### src/rtl/pipelined_cpu.sv
// pipelined_cpu: three-stage pipeline with IF, ID/operand read and EX/writeback.
// It has a loadable instruction memory, a register file that resets to r[i] = i,
// EX->ID forwarding, a HALT opcode and an IDLE/RUN/HALTED control FSM.
//
// Instruction word, MSB first: {op[1:0], dest[RA_W], src1[RA_W], src2[RA_W]}
//   op 00 ADD, 01 SUB, 10 AND, 11 HALT
//
// Ports:
//   clk         rising-edge clock
//   reset       asynchronous, active-low reset
//   start       one-cycle pulse; starts execution at PC 0 from IDLE or HALTED
//   imem_we     instruction memory write enable (ignored while busy)
//   imem_addr   instruction memory write address
//   imem_wdata  instruction word to write
//   inst_out    instruction held in the ID/EX register (0 for a bubble)
//   pc_out      current fetch PC
//   wb_valid    one-cycle pulse for each register writeback
//   wb_addr     register written
//   wb_data     value written
//   busy        high in RUN
//   halted      high in HALTED
module pipelined_cpu #(
    parameter int DATA_W = 8,
    parameter int RA_W   = 2,
    parameter int PC_W   = 4,
    localparam int INST_W = 2 + 3 * RA_W
) (
    input  logic              clk,
    input  logic              reset,
    input  logic              start,
    input  logic              imem_we,
    input  logic [PC_W-1:0]   imem_addr,
    input  logic [INST_W-1:0] imem_wdata,
    output logic [INST_W-1:0] inst_out,
    output logic [PC_W-1:0]   pc_out,
    output logic              wb_valid,
    output logic [RA_W-1:0]   wb_addr,
    output logic [DATA_W-1:0] wb_data,
    output logic              busy,
    output logic              halted
);

    localparam int NREG  = 2 ** RA_W;
    localparam int IMEMD = 2 ** PC_W;

    localparam logic [1:0] OP_ADD  = 2'b00;
    localparam logic [1:0] OP_SUB  = 2'b01;
    localparam logic [1:0] OP_AND  = 2'b10;
    localparam logic [1:0] OP_HALT = 2'b11;

    typedef enum logic [1:0] {IDLE, RUN, HALTED} state_t;

    state_t state_q, state_d;

    logic [INST_W-1:0] imem [IMEMD];
    logic [DATA_W-1:0] regs [NREG];
    logic [PC_W-1:0]   pc;

    logic              vld_p0;
    logic [INST_W-1:0] inst_p0;
    logic              vld_p1;
    logic [INST_W-1:0] inst_p1;
    logic [DATA_W-1:0] opa_p1;
    logic [DATA_W-1:0] opb_p1;

    // ALU: modulo 2^DATA_W, so carry and borrow simply fall off the top.
    function automatic logic [DATA_W-1:0] alu(input logic [1:0] op,
                                              input logic [DATA_W-1:0] a,
                                              input logic [DATA_W-1:0] b);
        case (op)
            OP_ADD:  alu = a + b;
            OP_SUB:  alu = a - b;
            OP_AND:  alu = a & b;
            default: alu = '0;
        endcase
    endfunction

    logic [1:0]        op_p0, op_p1;
    logic [RA_W-1:0]   src1_p0, src2_p0, dest_p1;
    logic              run, start_go, halt_p0, halt_p1, ex_wr, fetch_en;
    logic [DATA_W-1:0] ex_res, opa_id, opb_id;

    assign op_p0   = inst_p0[INST_W-1 -: 2];
    assign src1_p0 = inst_p0[2*RA_W-1 -: RA_W];
    assign src2_p0 = inst_p0[RA_W-1:0];
    assign op_p1   = inst_p1[INST_W-1 -: 2];
    assign dest_p1 = inst_p1[3*RA_W-1 -: RA_W];

    assign run      = (state_q == RUN);
    assign start_go = start && !run;
    assign halt_p0  = vld_p0 && (op_p0 == OP_HALT);
    assign halt_p1  = vld_p1 && (op_p1 == OP_HALT);
    assign ex_wr    = vld_p1 && (op_p1 != OP_HALT);
    assign ex_res   = alu(op_p1, opa_p1, opb_p1);
    // Once HALT is fetched nothing younger may enter; fetch stays off until
    // HALT leaves EX and the FSM drops out of RUN.
    assign fetch_en = run && !halt_p0 && !halt_p1;

    // The EX result is written to the regfile on the same edge ID reads it,
    // so a distance-1 dependency must bypass the regfile.
    assign opa_id = (ex_wr && dest_p1 == src1_p0) ? ex_res : regs[src1_p0];
    assign opb_id = (ex_wr && dest_p1 == src2_p0) ? ex_res : regs[src2_p0];

    always_comb begin
        state_d = state_q;
        case (state_q)
            IDLE:    if (start)   state_d = RUN;
            RUN:     if (halt_p1) state_d = HALTED;
            HALTED:  if (start)   state_d = RUN;
            default: state_d = IDLE;
        endcase
    end

    always_ff @(posedge clk or negedge reset) begin
        if (!reset) begin
            state_q  <= IDLE;
            pc       <= '0;
            vld_p0   <= 1'b0;
            vld_p1   <= 1'b0;
            wb_valid <= 1'b0;
            wb_addr  <= '0;
            wb_data  <= '0;
            for (int i = 0; i < NREG; i++) regs[i] <= DATA_W'(i);
        end else begin
            state_q <= state_d;
            if (start_go) begin
                pc     <= '0;
                vld_p0 <= 1'b0;
                vld_p1 <= 1'b0;
            end else if (run) begin
                // IF -> p0
                vld_p0 <= fetch_en;
                if (fetch_en) pc <= pc + PC_W'(1);
                // p0 -> p1 (ID/operand read)
                vld_p1 <= vld_p0;
            end else begin
                vld_p0 <= 1'b0;
                vld_p1 <= 1'b0;
            end
            // p1 -> writeback
            wb_valid <= ex_wr;
            wb_addr  <= ex_wr ? dest_p1 : '0;
            wb_data  <= ex_wr ? ex_res : '0;
            if (ex_wr) regs[dest_p1] <= ex_res;
        end
    end

    // Datapath registers carry no reset; their valid bits qualify them.
    always_ff @(posedge clk) begin
        if (run) begin
            if (fetch_en) inst_p0 <= imem[pc];
            inst_p1 <= inst_p0;
            opa_p1  <= opa_id;
            opb_p1  <= opb_id;
        end
        if (imem_we && !run) imem[imem_addr] <= imem_wdata;
    end

    assign inst_out = vld_p1 ? inst_p1 : '0;
    assign pc_out   = pc;
    assign busy     = (state_q == RUN);
    assign halted   = (state_q == HALTED);

endmodule
### config.mk
export PLATFORM = sky130hd
export DESIGN_NAME = pipelined_cpu
export DESIGN_NICKNAME = d
export VERILOG_FILES = /design/src/rtl/pipelined_cpu.sv
export SDC_FILE = /design/constraint.sdc
export NUM_CORES = 1
export LEC_CHECK = 0
export BUFFER_PORTS_ARGS = -buffer_cell sky130_fd_sc_hd__buf_2
export CAP_MARGIN = 20
export CORE_UTILIZATION = 43
export CTS_CLUSTER_DIAMETER = 50
export DETAILED_ROUTE_END_ITERATION = 12
export GPL_TIMING_DRIVEN = 1
export REMOVE_ABC_BUFFERS = 1
export SKIP_CTS_REPAIR_TIMING = 1
export SYNTH_ARGS = -nofsm -noshare
export SYNTH_HDL_FRONTEND = slang
export SYNTH_SLANG_ARGS = --single-unit
### constraint.sdc
create_clock -name clk -period 7.4 [get_ports clk]
set_input_delay 0.74 -clock clk [delete_from_list [all_inputs] [get_ports clk]]
set_output_delay 0.74 -clock clk [all_outputs]
set_load 0.005 [all_outputs]
Yosys cells after proc, flatten, opt, wreduce, memory -nomap -nowiden
Memories as Yosys holds them, arrays and structs flattened. A register that Yosys moved wholly into a read port is not among the register bits.
Index checks and enable logic that the tools add are counted.

operators by class
  add/subtract/negate cells = 3
  bitwise logic cells = 4
  eq/ne operators = 11
  order comparisons = 4
  reductions and logical operators = 21
  mux-type cells = 27

operator list
  kind                                                  count
  2-to-1 mux 8 bit                                      9
  binary-select mux 8 bit (select 2 bit)                2
  bitwise mux 32 bit                                    1
  case mux 8 bit (3 select lines)                       1
  demux 8 bit (select 2 bit)                            1
  2-to-1 mux 4 bit                                      3
  logical AND 1 bit                                     10
  >= comparator 3 bit (second input constant)           3
  inverter 2 -> 3 bit                                   3
  adder 8 bit                                           1
  bitwise AND 8 bit                                     1
  equality test 2 bit (second input constant)           4
  subtractor 8 bit                                      1
  2-to-1 mux 1 bit                                      6
  2-to-1 mux 2 bit                                      3
  AND reduction 2 bit                                   3
  adder 4 x 1 -> 4 bit (second input constant)          1
  equality test 2 x 1 -> 1 bit (second input constant)  2
  equality test 2 bit                                   2
  logical NOT 2 bit                                     2
  != test 2 x 1 -> 1 bit (second input constant)        2
  case mux 2 bit (2 select lines)                       1
  nonzero test 2 bit                                    2
  logical NOT 1 bit                                     3
  3 further kinds                                       3

word-level totals
  flip-flop bits (word level) = 75
  word-level logic and storage cells = 85
  memories kept = 1
  bits in writable memories = 128
  output and inout bits = 25

memories
  name  words  width  rd ports  clocked after memory_dff  write ports  RTL line  RTL
  imem  16     8      1         1                         1            55        logic [INST_W-1:0] imem [IMEMD];

Longest topological paths before layout
Gate-level depths: netlist of the first run.

  depth after elaboration = 8
  depth in mapped cells = 10
  mapped depth without buffers = 10

Worst setup path after synthesis of the first run
Ideal clock, no wire load.

  path kind = register to register
  start point = reg inst_p1[7]
  end point = reg opa_p1[4] (data pin)
  path slack = 4562 ps
  arrival time = 2706 ps
  cell stages (with the launch flop) = 10
  path through = edfxtp_1 buf_2 nor2b_1 mux2_2 fa_1 and2b_1 o21ai_0 nor3b_1 o31ai_1 mux2_2

between the ends
  cells in the longest elaborated chain, start to end = 4

ends and longest elaborated chain
  what                                                                     RTL line  RTL
  from (decl)                                                              62        logic [INST_W-1:0] inst_p1;
  from (signal assigned)                                                   152       inst_p1 <= inst_p0;
  branches (longest 3 deep; another with case mux 8 bit (3 select lines))  n/a
  2-to-1 mux 8 bit (*)                                                     101       assign opa_id = (ex_wr && dest_p1 == src1_p0) ? ex_res : regs[src1_p0];
  named net opa_id[4]                                                      81        logic [DATA_W-1:0] ex_res, opa_id, opb_id;
  to (signal assigned)                                                     153       opa_p1 <= opa_id;
  to (decl)                                                                63        logic [DATA_W-1:0] opa_p1;

Mark *: on every way through the listed nets, which the timed path passes.
A chain may end at the register's enable or synchronous reset.

Worst setup path in the final report of the first run
  start point = reg inst_p1[7]
  end point = reg opb_p1[4] (data pin)

between the ends
  cells in the longest elaborated chain, start to end = 4

ends and longest elaborated chain
  what                                                                     RTL line  RTL
  branches (longest 3 deep; another with case mux 8 bit (3 select lines))  n/a
  2-to-1 mux 8 bit (*)                                                     102       assign opb_id = (ex_wr && dest_p1 == src2_p0) ? ex_res : regs[src2_p0];
  named net opb_id[4]                                                      81
  to (signal assigned)                                                     154       opb_p1 <= opb_id;
  to (decl)                                                                64        logic [DATA_W-1:0] opb_p1;

Marked as above.

==> flow_metrics.tcl, run 1 <==
set metrics [dict create \
    clock.fmax_mhz 286 \
    slew_viol_final 0 \
    syn_inst 531 \
    critPathKind "reg -> reg" \
    p_switching_mw 1.55 \
    p_int_mw 3.08 \
    syn-cell-area_um2 9190 \
    arrival_ps 3880 \
    synth_area_leaders "edfxtp_1, dfrtp_1, mux4_1" \
    fp.dieH_um 148 \
    ys_ff_latch 211 \
    finalWirelength_mm 18.0 \
    async_flop_share_pct 24.2 \
    antenna_found_initial 0 \
    start_util_pct 43.8 \
    startpoint_type "flop" \
    synth.distinct_cells 56 \
    routed-via-count 4835 \
    ant_nets 0 \
    synth-seq-area-share_pct 66.2 \
    timing.rr.start "inst_p1[7]$_DFFE_PP_" \
    tightest_slew_ps 1070 \
    cts_htree_levels 1 \
    swShare_pct 33.4 \
    cts_buffer_depth 3 \
    cts_tree "done" \
    combPwrFrac_pct 33.5 \
    io_pins 41 \
    core_region_area_um2 21000 \
    cts_buffers 26 \
    routed_via_density 5.51 \
    clock_power_share_pct 26.3 \
    place_ws_ps 3950 \
    drt_iter0_drc 310 \
    portBuffers 40 \
    gr-usage-all-layers_pct 17.1 \
    powerDensity_nw_per_um2 442 \
    ys.flop_type "edfxtp_1" \
    ir_worst_vdd_v 0.000204 \
    setup_viol 0 \
    wire_per_inst_um 20.5 \
    fin_crit_sh_pct 47.3 \
    insertion_delay_ps 520 \
    p_seq_share_pct 40.2 \
    multi_input_area_um2 2910 \
    cts_sinks 211 \
    hpwl_mm 12.3 \
    syn_avg_cell_area_um2 17.3 \
    layout.nets 611 \
    antenna_cells 0 \
    layout-drive-gt1-share_pct 23.9 \
    synth_warnings 0 \
    rows 53 \
    synth_edf_count 160 \
    yosysMostFrequentCell "edfxtp_1" \
    ff2ff_path_depth 8 \
    route.detailed.drc 0 \
    fin_crit_ps 3500 \
    min_path_type "in -> async" \
    maxCapViolations 0 \
    clk_pin_slew_ps 60 \
    finalClockSkew_ps 11.7 \
    yosys.area.top_type_share_pct 52.3 \
    fin_tns_setup_ps 0 \
    place_congestion 0.861 \
    grt_max_degree 52 \
    reg2reg_to "opb_p1[4]$_DFFE_PP_" \
    cp.required_ps 7780 \
    max_slew_margin_pct 28.7 \
    grt_first_pass_wirelength_mm 28.6 \
    overflow 0 \
    cp_max_fo 21 \
    ff_latch_area_um2 6090 \
    worst_setup_path_end_kind "flop" \
    layout_setup_ws_ps 3900 \
    fillers 1810 \
    cts_root_buffer "clkbuf_16" \
    r2r_slack_ps 3900 \
    drt_pass1_iterations 5 \
    die_area_um2 22000 \
    p_leak_nw 3.85 \
    synth_common_cells "edfxtp_1, dfrtp_1, nand2_1, mux4_1" \
    die_x_um 148 \
    rsz0062_at_grt "false" \
    finalHoldViolCount 0 \
    netlist.top_cell.by_area "edfxtp_1" \
    outcome "complete, no violations" \
    syn_to_final_growth_pct 14.2 \
    grt_pass1_vias 5120 \
]
==> layer usage <==
layer / vias to the layer above / GRT usage (%) / wire length (µm)
li1: 2214 / - / -
met4: 0 / 4.79 / 413
met3: 37 / 2.61 / 585
met5: - / 0 / 0
met1: 2473 / 20.7 / 7200
met2: 111 / 31.5 / 9760
==> flip-flops by register name, summed over array words and instances (netlist names) <==
register and cells:
imem 128, regs 32, inst_p0 8, inst_p1 8, opa_p1 8, opb_p1 8
wb_data 8, pc_out 4, state_q 2, wb_addr 2, vld_p0 1, vld_p1 1
wb_valid 1
==> how the worst max path moves through the flow <==
stage                         startpoint                   to  slack [ps]
floorplan           inst_p1[7]$_DFFE_PP_  opa_p1[4]$_DFFE_PP_        4450
global placement    inst_p1[7]$_DFFE_PP_  opa_p1[4]$_DFFE_PP_        4050
detailed placement  inst_p1[7]$_DFFE_PP_  opb_p1[4]$_DFFE_PP_        3950
CTS                 inst_p1[7]$_DFFE_PP_  opb_p1[4]$_DFFE_PP_        3920
global route        inst_p1[7]$_DFFE_PP_  opb_p1[4]$_DFFE_PP_        3630
finish              inst_p1[7]$_DFFE_PP_  opb_p1[4]$_DFFE_PP_        3900
==> critical path, stage by stage, from the launching register on <==
cell and delay, ps:
edfxtp_1 680, nor2b_1 460, mux2_2 420, fa_1 400, and2b_1 250, o21ai_0 110
nor3b_1 160, o31ai_1 610, mux2_2 280
==> cell usage in the layout, fill, tap and decap left out, types with 3 or more instances in the layout <==
master / count
edfxtp_1: 160
dfrtp_1: 46
buf_2: 40
nand2_1: 39
mux4_1: 30
mux4_2: 26
o21ai_0: 26
clkbuf_16: 26
nor2_1: 23
mux2_2: 19
and2_1: 15
xnor2_1: 13
inv_1: 12
ha_1: 10
nand2b_1: 8
clkbuf_1: 8
buf_4: 8
a21oi_1: 7
o31a_1: 7
a31oi_1: 6
nand3_1: 6
nor3_1: 5
nor2b_1: 4
clkinv_2: 4
dfstp_2: 4
nand4b_1: 3
or3_1: 3
bufinv_16: 3
==> layout make-up <==
type                            instances  area share (%)
Sequential cell                       211            58.0
Timing Repair Buffer                   48            2.48
Clock inverter                         13            1.51
Inverter                               13           0.465
Clock buffer                           34            6.49
Tap cell                              275            3.28
Multi-Input combinational cell        284            27.7
==> cell families after synthesis <==
logic type,share of synthesized area [%]
DFF,66.2
and+or+nand+nor,6.70
muxes,17.5
AOI/OAI and AO/OA,4.47
buffers and inverters,2.08
xor gates and xnor gates,1.43
adders and majority gates,1.58
==> stage by stage <==
stage                     power, mW  util, %  std cells  cell area (µm²)  hold slack (ps)
after floorplan                2.94        -        508             9040              400
after global placement         3.39     46.0        830             9640              402
after detailed placement       3.44     46.0        830             9640              413
after CTS                      4.68     50.0        877            10500              369
after global routing           4.90     50.1        878            10500              412
final                          4.63     50.1        878            10500              336
==> power groups by stage <==
stage	Sequential [mW]	Clock [mW]	Combinational, mW
6_report	1.86	1.22	1.55
5_1_grt	1.90	1.29	1.71
4_1_cts	1.87	1.25	1.56
3_5_place_dp	1.89	0	1.55
3_3_place_gp	1.87	0	1.52
2_1_floorplan	1.79	0	1.14
Note: power is estimated with default switching activity, not from simulation.
==> run 2: changes to the inputs <==
--- a/config.mk
+++ b/config.mk
@@ -5,6 +5,7 @@
 export SDC_FILE = /design/constraint.sdc
 export NUM_CORES = 1
 export LEC_CHECK = 0
+export ABC_AREA = 1
 export BUFFER_PORTS_ARGS = -buffer_cell sky130_fd_sc_hd__buf_2
 export CAP_MARGIN = 20
 export CORE_UTILIZATION = 43
==> constraint.sdc (replaced) <==
create_clock -name clk -period 2.95 [get_ports clk]
set_input_delay 0.295 -clock clk [delete_from_list [all_inputs] [get_ports clk]]
set_output_delay 0.295 -clock clk [all_outputs]
set_load 0.005 [all_outputs]
==> run 2 against run 1 <==
Net effect:
- combinational power grew to 3.4 times the previous value
- non-clock buffer count grew 23
- hold slack lost 200 ps
- critical endpoint is now opb_p1[7]$_DFFE_PP_
==> flow_metrics.tcl, run 2 <==
set metrics [dict create \
    startpoint_type "flop" \
    cts_sinks 211 \
    syn_avg_cell_area_um2 11.1 \
    grt_pass1_vias 6247 \
    routed-via-count 6378 \
    routed_via_density 5.29 \
    cts_tree "done" \
    rsz0062_at_grt "false" \
    ys_ff_latch 211 \
    synth_edf_count 160 \
    synth-seq-area-share_pct 64.9 \
    timing.rr.start "opb_p1[0]$_DFFE_PP_" \
    netlist.top_cell.by_area "edfxtp_1" \
    ff2ff_path_depth 19 \
    io_pins 41 \
    slew_viol_final 0 \
    portBuffers 40 \
    finalWirelength_mm 21.0 \
    hpwl_mm 13.8 \
    fp.dieH_um 150 \
    fin_crit_ps 2660 \
    max_slew_margin_pct 52.9 \
    clk_pin_slew_ps 50 \
    critPathKind "reg -> reg" \
    maxCapViolations 0 \
    cts_buffers 26 \
    grt_first_pass_wirelength_mm 33.9 \
    wire_per_inst_um 17.5 \
    crit_path_cell_trace "inv_2 > ha_1 > inv_1 > nor3_1 > inv_1 > o31ai_2 > xor2_1 > inv_1 > ha_4 > nand2_1 > inv_1 > nand2_1 > nand2_1 > a21oi_2 > nand3_1 > nand3_2 > nand2_4 > nand2_1 > nand2_1" \
    path_buf_inv 5 \
    hp-start "start" \
    worst_setup_path_end_kind "flop" \
    synth_warnings 0 \
    place_congestion 0.875 \
    gr-usage-all-layers_pct 19.7 \
    antenna_cells 0 \
    fin_crit_sh_pct 90.3 \
    setup_viol 0 \
    synth_area_leaders "edfxtp_1, dfrtp_1, o21ai_0" \
    rows 53 \
    final_common_cell "edfxtp_1" \
    cts_htree_levels 1 \
    yosysMostFrequentCell "edfxtp_1" \
    drt_pass1_iterations 6 \
    synth.distinct_cells 40 \
    cts_root_buffer "clkbuf_16" \
    final_cell_mix "edfxtp_1, nor2_1, nand2_1, o21ai_0, inv_1" \
    fin_tns_setup_ps 0 \
    holdPathStages 4 \
    die_area_um2 22400 \
    crit_family "simple AND/OR/NAND/NOR gates" \
    ir_worst_vdd_v 0.000537 \
    grt_max_degree 67 \
    slowest_stage "edfxtp_1" \
    finalHoldViolCount 0 \
    reg2reg_to "opb_p1[7]$_DFFE_PP_" \
    top_regs "imem: 128 flops, regs: 32 flops" \
    syn-cell-area_um2 9380 \
    clock.fmax_mhz 375 \
    hold_path_end "state_q[1]$_DFFE_PN0P_" \
    ant_nets 0 \
    largest_register "imem" \
    overflow 0 \
    cts_buffer_depth 3 \
    insertion_delay_ps 520 \
    cp_max_fo 6 \
    max_stage_delay_ps 460 \
    start_util_pct 44.2 \
    syn_inst 848 \
    finalClockSkew_ps 21.3 \
    layout-drive-gt1-share_pct 15.3 \
    cpMostUsedCell "nand2_1" \
    p_leak_nw 4.30 \
    powerDensity_nw_per_um2 1170 \
    route.detailed.drc 0 \
    arrival_ps 2930 \
    largest_reg_flops 128 \
    drt_iter0_drc 349 \
    synth_common_cells "edfxtp_1, nor2_1, nand2_1, o21ai_0, inv_1" \
    die_x_um 150 \
    ys.flop_type "edfxtp_1" \
    core_region_area_um2 21200 \
    layout.nets 939 \
    syn_to_final_growth_pct 15.5 \
    r2r_slack_ps 290 \
    cp.required_ps 3210 \
    whs_ps 131 \
    antenna_found_initial 0 \
    tightest_slew_ps 704 \
    yosys.area.top_type_share_pct 51.2 \
    outcome "complete, no violations" \
    min_path_type "in -> reg" \
    async_flop_share_pct 24.2 \
]
run 2: cell types whose count changed after synthesis, moves of 26 or more:
cell,previous run,this run
nor2_1,23,109
o21ai_0,26,99
inv_1,12,74
nand2_1,39,99
a21oi_1,7,41
mux4_1,30,0
mux4_2,26,0
run 2: how the worst max path moves through the flow:
stage	slack (ps)	endpoint	start	cells after the start
global route	9	opb_p1[6]$_DFFE_PP_	opb_p1[0]$_DFFE_PP_	16
CTS	100	opa_p1[7]$_DFFE_PP_	opb_p1[0]$_DFFE_PP_	19
detailed placement	120	opa_p1[7]$_DFFE_PP_	opb_p1[0]$_DFFE_PP_	19
floorplan	20	inst_p0[0]$_DFFE_PP_	pc_out[0]$_DFFE_PN0P_	7
finish	290	opb_p1[7]$_DFFE_PP_	opb_p1[0]$_DFFE_PP_	19
global placement	220	opb_p1[7]$_DFFE_PP_	opb_p1[0]$_DFFE_PP_	19
run 2: routing by layer:
metal	vias up	GRT usage, %	wire length, µm
met5	-	0	0
met4	0	6.06	516
met3	37	2.53	703
met2	144	32.8	10000
met1	3064	26.7	9800
li1	3133	-	-
run 2: worst reg2reg max path, stage by stage (launching register included):
cell	delay, ps
edfxtp_1	460
inv_2	100
ha_1	140
inv_1	50
nor3_1	120
inv_1	90
o31ai_2	240
xor2_1	160
inv_1	80
ha_4	230
nand2_1	80
inv_1	40
nand2_1	60
nand2_1	60
a21oi_2	130
nand3_1	100
nand3_2	120
nand2_4	80
nand2_1	60
nand2_1	40
run 2: power by group:
group / internal (mW) / switching, mW
Clock: 1.71 / 1.17
Sequential: 4.01 / 0.474
Combinational: 1.86 / 3.43
Total: 7.59 / 5.07
run 2: cell families (layout without fill, tap and decap cells):
family | after synthesis | count (layout) | share of synthesized area [%]
AOI/OAI and AO/OA | 218 | 218 | 13.3
adders and majority gates | 11 | 11 | 1.55
DFF | 211 | 211 | 64.9
muxes | 21 | 21 | 2.24
buffers and inverters | 117 | 199 | 5.11
and+or+nand+nor | 261 | 261 | 12.1
xor gates and xnor gates | 9 | 9 | 0.840
run 2: area by class of cell:
| cell class | count | area (µm²) |
|---|---|---|
| tap | 275 | 344 |
| clock buffer | 33 | 718 |
| timing repair buffer | 71 | 460 |
| clock inverter | 13 | 71.3 |
| fill | 1916 | 10400 |
| sequential | 211 | 6090 |
| inverter | 82 | 313 |
| multi-input combinational | 520 | 2840 |
run 2: stage by stage:
| stage | total power, mW | utilization [%] | instance area (µm²) | cells | setup slack [ps] |
|---|---|---|---|---|---|
| 2_1_floorplan | 7.92 | - | 9210 | 813 | 17.4 |
| 3_3_place_gp | 9.57 | 47.1 | 9990 | 1155 | 216 |
| 3_5_place_dp | 9.64 | 47.1 | 9990 | 1155 | 116 |
| 4_1_cts | 12.6 | 50.8 | 10800 | 1201 | 104 |
| 5_1_grt | 13.6 | 51.1 | 10800 | 1205 | 9.04 |
| 6_report | 12.7 | 51.1 | 10800 | 1205 | 286 |
==> run 3: changes to the inputs <==
--- a/config.mk
+++ b/config.mk
@@ -6,11 +6,11 @@
 export NUM_CORES = 1
 export LEC_CHECK = 0
 export ABC_AREA = 1
-export BUFFER_PORTS_ARGS = -buffer_cell sky130_fd_sc_hd__buf_2
 export CAP_MARGIN = 20
 export CORE_UTILIZATION = 43
 export CTS_CLUSTER_DIAMETER = 50
 export DETAILED_ROUTE_END_ITERATION = 12
+export DONT_BUFFER_PORTS = 1
 export GPL_TIMING_DRIVEN = 1
 export REMOVE_ABC_BUFFERS = 1
 export SKIP_CTS_REPAIR_TIMING = 1
==> run 3 against run 2 <==
Net effect:
- core utilization shrank 0.19 points
- setup slack gained 32 ps
- critical path type unchanged
- highest routed layer unchanged
- final cell count shrank 2.2%
- largest cell class unchanged
- first-iteration DRC count grew 60%
- clock power grew 7%
==> flow_metrics.tcl, run 3 (same netlist as run 2, synthesis figures left out) <==
set metrics [dict create \
    cp.required_ps 3220 \
    swShare_pct 40.0 \
    insertion_delay_ps 520 \
    drt_iter0_drc 559 \
    cts_tree "done" \
    finalWirelength_mm 21.1 \
    critPathKind "reg -> reg" \
    top_regs "imem: 128 flops, regs: 32 flops" \
    ir_worst_vdd_v 0.000534 \
    largest_register "imem" \
    max_slew_margin_pct 53.0 \
    cp_max_fo 6 \
    setup_viol 0 \
    fin_crit_sh_pct 89.2 \
    core_region_area_um2 21200 \
    gr-usage-all-layers_pct 19.4 \
    route.detailed.drc 0 \
    fin_cells 1179 \
    finalClockSkew_ps 10.1 \
    tightest_slew_ps 705 \
    p_int_mw 7.61 \
    cts_sinks 211 \
    p_leak_nw 4.20 \
    cts_buffers 25 \
    slew_viol_final 0 \
    timing.rr.start "opb_p1[1]$_DFFE_PP_" \
    ant_nets 0 \
    io_pins 41 \
    clk_pin_slew_ps 60 \
    arrival_ps 2900 \
    finalHoldViolCount 0 \
    drt_pass1_iterations 5 \
    layout.nets 910 \
    start_util_pct 44.2 \
    routed_via_density 5.38 \
    combPwrFrac_pct 39.7 \
    antenna_found_initial 2 \
    crit_start "opb_p1[1]$_DFFE_PP_" \
    largest_reg_flops 128 \
    maxCapViolations 0 \
    cts_htree_levels 1 \
    overflow 0 \
    max_stage_delay_ps 420 \
    hp-start "start" \
    grt_pass1_vias 5968 \
    die_area_um2 22400 \
    fin_tns_setup_ps 0 \
    hpwl_mm 13.7 \
    p_switching_mw 5.08 \
    min_path_type "in -> reg" \
    rsz0062_at_grt "false" \
    grt_max_degree 52 \
    power.total_mw 12.7 \
    startpoint_type "flop" \
    p_seq_share_pct 36.0 \
    final_cell_mix "edfxtp_1, nor2_1, nand2_1, o21ai_0, inv_1" \
    final_area_um2 10800 \
    clock_power_share_pct 24.3 \
    place_area_um2 9800 \
    final_common_cell "edfxtp_1" \
    syn_to_final_growth_pct 15.1 \
    whs_ps 48.7 \
    cts_root_buffer "clkbuf_16" \
    worst_setup_path_end_kind "flop" \
    routed-via-count 6348 \
    crit_path_cell_trace "inv_1 > ha_1 > inv_1 > nor3_1 > inv_1 > o31ai_2 > xor2_1 > inv_1 > ha_4 > nand2_1 > inv_1 > nand2_1 > nand2_1 > a21oi_2 > nand3_1 > nand3_2 > nand2_2 > nand2_1 > nand2_1" \
    powerDensity_nw_per_um2 1180 \
    layout-drive-gt1-share_pct 12.3 \
    cts_buffer_depth 3 \
    wire_per_inst_um 17.9 \
    clock.fmax_mhz 380 \
    fin_crit_ps 2630 \
    grt_first_pass_wirelength_mm 33.1 \
    place_inst 1119 \
    portBuffers 0 \
    outcome "complete, no violations" \
    place_congestion 0.868 \
    die_x_um 150 \
    fp.dieH_um 150 \
    slowest_stage "edfxtp_1" \
    rows 53 \
]
run 3: changes by cell type in the layout (fill, tap and decap cells not counted), sizes merged:
cell | previous run | this run
buf | 70 | 34
dlygate4sd3 | 1 | 9
clkbuf | 33 | 29
bufinv | 0 | 3
inv | 82 | 85
clkinv | 11 | 9
diode | 0 | 2
run 3: cell type report:
| cell class | instances | area, µm² |
|---|---|---|
| clock buffers | 29 | 661 |
| fillers | 1915 | 10400 |
| inverters | 82 | 310 |
| diodes | 2 | 5.00 |
| multi-input cells | 520 | 2840 |
| clock inverters | 17 | 181 |
| repair buffers | 43 | 365 |
| flip-flops and latches | 211 | 6090 |
| well taps | 275 | 344 |
run 3: metal layers:
| metal | GRT usage [%] | wire length (µm) | vias up |
|---|---|---|---|
| met5 | 0 | 0 | - |
| met4 | 6.21 | 565 | 0 |
| met3 | 3.20 | 1010 | 38 |
| met2 | 32.4 | 10100 | 156 |
| met1 | 25.9 | 9450 | 3066 |
| li1 | - | - | 3088 |
run 3: through the flow:
step / worst slack [ps] / util, %
2_1_floorplan: 17.4 / -
3_3_place_gp: 202 / 46.2
3_5_place_dp: 153 / 46.2
4_1_cts: 153 / 50.1
5_1_grt: 3.30 / 50.9
6_report: 318 / 50.9
run 3: worst paths after layout:
path,end,slack (ps),depth (start not counted)
worst max-delay path,opb_p1[7]$_DFFE_PP_,320,19
worst min-delay path,state_q[0]$_DFFE_PN0P_,50,2
worst max register to register,opb_p1[7]$_DFFE_PP_,320,19
worst min register to register,inst_p1[4]$_DFFE_PP_,420,0
max in group asynchronous,regs[9]$_DFFE_PN1P_,2330,2
min in group asynchronous,wb_data[6]$_DFF_PN0_,300,2
run 3: power by group through the flow:
stage                     Sequential, mW  Clock [mW]  Combinational, mW
after floorplan                     4.63           0               3.29
after global placement              4.59           0               4.86
after detailed placement            4.61           0               4.91
after CTS                           4.56        3.16               4.91
after global routing                4.65        3.27               5.70
final                               4.57        3.08               5.05
run 3: critical path, delay by kind of cell (launching register included):
family                   cells  cell delay [ps]
AO/OA/AOI/OAI                2              370
XOR/XNOR                     1              170
adder cells (fa/ha/maj)      2              370
buffers and inverters        5              350
flip-flops                   1              420
AND/OR/NAND/NOR              9              710
